==> config.mk <==
export PLATFORM = sky130hd
export DESIGN_NAME = buzzer_sos_seq_module
export DESIGN_NICKNAME = d
export VERILOG_FILES = /design/src/rtl/buzzer_sos_seq_module.sv
export SDC_FILE = /design/constraint.sdc
export NUM_CORES = 1
export LEC_CHECK = 0
export CAP_MARGIN = 0
export CELL_PAD_IN_SITES_DETAIL_PLACEMENT = 1
export CELL_PAD_IN_SITES_GLOBAL_PLACEMENT = 1
export CORE_MARGIN = 2
export CORE_UTILIZATION = 46
export DETAILED_ROUTE_END_ITERATION = 8
export PLACE_DENSITY_LB_ADDON = 0.1
export SYNTH_ARGS = -nofsm -noshare
export SYNTH_HDL_FRONTEND = slang
export SYNTH_SLANG_ARGS = --single-unit
==> constraint.sdc <==
create_clock -name CLK -period 2.8 [get_ports CLK]
set_input_delay 0.7 -clock CLK [delete_from_list [all_inputs] [get_ports CLK]]
set_output_delay 0.7 -clock CLK [all_outputs]
set_load 0.03 [all_outputs]
==> src/rtl/buzzer_sos_seq_module.sv <==
// SOS Morse sequencer for a buzzer: ... --- ... (dot = 1 unit, dash = 3 units).
// Optional macro BUZZER_TONE_EN selects a passive-buzzer square-wave tone instead of a steady level.
module buzzer_sos_seq_module #(
   parameter logic [27:0] T_UNIT    = 28'd4_999_999,
   parameter logic [15:0] TONE_HALF = 16'd12_499
) (
   input  logic CLK,
   input  logic RST,
   input  logic SOS_En_Sig,
   input  logic Stop_Sig,
   output logic Pin_Out,
   output logic Busy,
   output logic Done
);

   typedef enum logic [1:0] {
      IDLE = 2'd0,
      ON   = 2'd1,
      GAP  = 2'd2
   } state_t;

   state_t      r_state;
   state_t      w_stateNext;
   logic [3:0]  r_sym;
   logic [3:0]  w_symNext;
   logic [3:0]  w_symInc;
   logic [27:0] r_unitCnt;
   logic [27:0] w_unitCntNext;
   logic [1:0]  r_unitsLeft;
   logic [1:0]  w_unitsLeftNext;
   logic        r_busy;
   logic        w_busyNext;
   logic        r_done;
   logic        w_doneNext;
   logic        r_pinOut;
   logic        w_pinOutNext;
   logic        w_unitEnd;
   logic        w_isDash;
   logic        w_longGap;
`ifdef BUZZER_TONE_EN
   logic [15:0] r_toneCnt;
   logic [15:0] w_toneCntNext;
`endif

   assign w_unitEnd = (r_unitCnt == T_UNIT);
   assign w_symInc  = r_sym + 4'd1;
   // units-remaining holds "extra units after the current one": 2 for dashes and long gaps
   assign w_isDash  = (w_symInc >= 4'd3) && (w_symInc <= 4'd5);
   assign w_longGap = (r_sym == 4'd2) || (r_sym == 4'd5);

   always_ff @(posedge CLK) begin
      if (RST) begin
         r_state     <= IDLE;
         r_sym       <= 4'd0;
         r_unitCnt   <= 28'd0;
         r_unitsLeft <= 2'd0;
         r_busy      <= 1'b0;
         r_done      <= 1'b0;
         r_pinOut    <= 1'b0;
`ifdef BUZZER_TONE_EN
         r_toneCnt   <= 16'd0;
`endif
      end else begin
         r_state     <= w_stateNext;
         r_sym       <= w_symNext;
         r_unitCnt   <= w_unitCntNext;
         r_unitsLeft <= w_unitsLeftNext;
         r_busy      <= w_busyNext;
         r_done      <= w_doneNext;
         r_pinOut    <= w_pinOutNext;
`ifdef BUZZER_TONE_EN
         r_toneCnt   <= w_toneCntNext;
`endif
      end
   end

   always_comb begin
      w_stateNext     = r_state;
      w_symNext       = r_sym;
      w_unitCntNext   = r_unitCnt;
      w_unitsLeftNext = r_unitsLeft;
      w_busyNext      = r_busy;
      w_doneNext      = 1'b0;

      if (Stop_Sig) begin
         w_stateNext     = IDLE;
         w_symNext       = 4'd0;
         w_unitCntNext   = 28'd0;
         w_unitsLeftNext = 2'd0;
         w_busyNext      = 1'b0;
      end else begin
         case (r_state)
            IDLE: begin
               if (SOS_En_Sig) begin
                  w_stateNext     = ON;
                  w_symNext       = 4'd0;
                  w_unitCntNext   = 28'd0;
                  w_unitsLeftNext = 2'd0;
                  w_busyNext      = 1'b1;
               end
            end
            ON: begin
               if (!w_unitEnd) begin
                  w_unitCntNext = r_unitCnt + 28'd1;
               end else begin
                  w_unitCntNext = 28'd0;
                  if (r_unitsLeft != 2'd0) begin
                     w_unitsLeftNext = r_unitsLeft - 2'd1;
                  end else if (r_sym == 4'd8) begin
                     w_stateNext = IDLE;
                     w_symNext   = 4'd0;
                     w_busyNext  = 1'b0;
                     w_doneNext  = 1'b1;
                  end else begin
                     w_stateNext     = GAP;
                     w_unitsLeftNext = w_longGap ? 2'd2 : 2'd0;
                  end
               end
            end
            GAP: begin
               if (!w_unitEnd) begin
                  w_unitCntNext = r_unitCnt + 28'd1;
               end else begin
                  w_unitCntNext = 28'd0;
                  if (r_unitsLeft != 2'd0) begin
                     w_unitsLeftNext = r_unitsLeft - 2'd1;
                  end else begin
                     w_stateNext     = ON;
                     w_symNext       = w_symInc;
                     w_unitsLeftNext = w_isDash ? 2'd2 : 2'd0;
                  end
               end
            end
            default: begin
               w_stateNext     = IDLE;
               w_symNext       = 4'd0;
               w_unitCntNext   = 28'd0;
               w_unitsLeftNext = 2'd0;
               w_busyNext      = 1'b0;
            end
         endcase
      end
   end

`ifdef BUZZER_TONE_EN
   // Tone phase restarts low on every ON entry, so each symbol begins identically.
   always_comb begin
      w_toneCntNext = 16'd0;
      w_pinOutNext  = 1'b0;
      if ((w_stateNext == ON) && (r_state == ON)) begin
         if (r_toneCnt == TONE_HALF) begin
            w_pinOutNext = ~r_pinOut;
         end else begin
            w_toneCntNext = r_toneCnt + 16'd1;
            w_pinOutNext  = r_pinOut;
         end
      end
   end
`else
   always_comb begin
      w_pinOutNext = (w_stateNext == ON);
   end
`endif

   assign Pin_Out = r_pinOut;
   assign Busy    = r_busy;
   assign Done    = r_done;

endmodule

==> summary.txt <==
Synth
  • Flops & latches, synth: 39
  • Register area share after synthesis: between 30% and 40%
  • Synth top cells by count: dfxtp_1 (39), nor2_1 (27), nand2_1 (21), nand4_1 (16)
  • Adder-cell area share of the yosys netlist: 4.88%
  • Synth Instances: around 280
  • Top_reg_cell synth: dfxtp_1
  • Yosys warning total: 0
  • Post-synth cell types: 52
  • Yosys top cell by area: dfxtp_1
  • Syn Area/Cell: between 8 and 9 um2
  • Post-synth EDFFs: 0
  • Synth area leaders: dfxtp_1 (34%), xor2_1 (5.3%), ha_1 (4.9%), nor2_1 (4.4%), nand4_1 (4.3%)
  • Post-Synth Simple-Gate Area: around 34%
  • Most frequent cell after synthesis: dfxtp_1
  • Area share of the largest cell type after synthesis: between 30% and 40%
  • Largest family of logic cells by synthesized area: simple AND/OR/NAND/NOR gates
  • Ys async rst share: 0%
  • XOR/XNOR Fraction of Synth Area: around 7%
  • Syn nets: 290
  • Mapped Area: roughly 2300 um2
  • Mux share of post-synthesis cell area: approximately 1.3%
  • Synth Area in Compound Gates: between 10 and 15%

GRT
  • Vias in the first global route: 2,113
  • First-pass GRT wire length: ~10,000 um
  • Pin count of the biggest net entering global routing: 27
  • Initial antenna violation count: 0
  • Total track usage: 23.9%
  • Total gr overflow: 0

STA
  • Setup Skew: around 7 ps
  • Fin Hold WS: slightly below 500 ps
  • RSZ-0062 raised after global routing: no
  • Fmax: around 450 MHz
  • TNS Setup: 0 ps
  • Max Slew Vio Count: 0
  • Slew @ Worst Pin: 542 ps
  • Relative slew margins: 63.8%
  • Period Utilization, post-route: 78.7%
  • Final min period: 2200 ps
  • Hold Vio Cnt, Final: 0
  • Final Setup Violations: 0
  • Final worst slack: 596 ps

Layout
  • # diodes: 0
  • Layout cells sized above 1: 8.07%
  • Net count, final: slightly below 300
  • Area Overhead vs Synth: 10.4%
  • Core Util, Final: between 50 and 60%
  • Filler cells: 600

Setup path
  • Crit Path Max Fanout: 12
  • Crit. End Element: flip-flop
  • Crit Path Category: input pin to flip-flop
  • CP delay by family, top: simple AND/OR/NAND/NOR gates
  • CP max stage cell: clkdlybuf4s50_1
  • WP data required: 3030 ps
  • CP max stage delay: 490 ps
  • Critical Path AT: between 2000 and 2500 ps
  • Worst-path cell chain: clkdlybuf4s50_1, nor2b_1, nor3_1, buf_4, nand3_1, or3_1, a21oi_1
  • Worst Setup Start Kind: input pin
  • Crit path buffers/inverters: 2

Die
  • Core Region: about 4800 um2
  • Initial core utilization: roughly 48%
  • Die area: 5600 um2
  • Die height: roughly 75 um
  • I/O pin cnt: 7
  • Site Rows: 25
  • Die W: approximately 75 um

Pwr
  • PwrDens: approximately 420 nW/um2
  • Leakage: a little under 0.9 nW
  • VDD IR-drop max: 0.000279 V

Clock network
  • Post-CTS resize count: 0
  • Post-CTS setup repair buffer count: 0
  • CTS tree: yes
  • Clock tree buffer depth: 2
  • H-tree levels: 2
  • Num Clock Sinks: 39
  • Worst-Skew Late Latency: about 300 ps
  • Worst-path clk slew: 80 ps
  • TritonCTS Buffers: 5
  • Hold_buf cts: 0
  • CTS root buf: clkbuf_8

Place
  • DP Worst Slack: between 300 and 400 ps
  • Detail Placement HPWL: between 4000 and 5000 um
  • Gpl congestion: between 0.8 and 0.9
  • PortBufs: 6

Routing
  • Detail Route Antenna Nets: 0
  • WL/cell: around 17 um
  • 1st-iter DRT viols: 89
  • Wirelength, routed: between 5000 and 6000 um
  • Initial DRT Pass Iterations: 4
  • Via count: 2,100
  • Residual DRC: 0
  • Vias per Instance: approximately 6.0

Worst hold path
  • Worst Hold Class: flip-flop to flip-flop

Job
  • MaxCap Viol Count: 0

Status
  • Run status: completed
## flip-flops by register name (all words and copies together), names as in the netlist
name         flops
Busy             1
Pin_Out          1
r_unitCnt       28
r_state          2
Done             1
r_sym            4
r_unitsLeft      2
## metal layers
| layer | vias to the layer above | track usage [%] | share of wire (%) |
|---|---|---|---|
| met5 | - | 0 | 0 |
| met4 | 0 | 9.13 | 1.5 |
| met3 | 8 | 4.69 | 2.4 |
| met2 | 23 | 40.5 | 49 |
| met1 | 1038 | 29.8 | 47 |
| li1 | 1031 | - | - |
## final timing paths
path | from | end | slack, ps | depth (start not counted)
hold / removal | Busy | Busy | 480 | 2
setup reg to reg | r_unitCnt[21] | Pin_Out | 600 | 5
setup / recovery | SOS_En_Sig | r_unitCnt[27] | 600 | 7
hold reg to reg | Busy | Busy | 480 | 2
## layout make-up
type                    instances  area, um2  share of cell area [%]
multi-input cells             216       1430                    56.3
clock buffers                   8        100                    3.93
well taps                      67       83.8                    3.29
inverters                       8       30.0                    1.18
repair buffers                 14        120                    4.71
flip-flops and latches         39        781                    30.6
## power breakdown
group	internal, mW	switching [mW]	total [mW]
logic	0.0271	0.0459	0.0730
registers	0.557	0.00222	0.559
clock network	0.225	0.207	0.432
## placed cells by master (no fill, tap or decap), types with 4 or more instances in the layout
cell type,synthesis,routed
a21oi_1,14,14
a31oi_1,6,6
a41oi_1,4,4
and3_1,13,13
buf_4,2,8
clkbuf_8,0,7
clkdlybuf4s50_1,0,6
dfxtp_1,39,39
ha_1,9,9
inv_1,8,8
nand2_1,21,21
nand3_1,12,12
nand3b_1,5,5
nand4_1,16,16
nor2_1,27,27
nor2b_1,6,6
nor3_1,5,5
o21ai_0,7,7
xnor2_1,5,5
xor2_1,14,14
## stage by stage
step	cell area [um2]	total power [mW]	cells
after floorplan	2310	0.619	277
after global placement	2450	0.644	344
after detailed placement	2450	0.645	344
after CTS	2550	1.08	352
after global routing	2550	1.10	352
final	2550	1.06	352
## worst min-delay path: cells and delay by family (launching register included)
family / cells / cell delay [ps]
mux: 1 / 60
flops: 1 / 320
simple gates: 1 / 60
## logic make-up (layout without fill, tap and decap cells)
logic type                 Yosys count  count (layout)
AOI/OAI and AO/OA                   51              51
buffers and inverters               22              30
adders and majority gates            9               9
muxes                                3               3
DFF                                 39              39
and+or+nand+nor                    134             134
xor gates and xnor gates            19              19
Note: power is estimated with default switching activity, not from simulation.
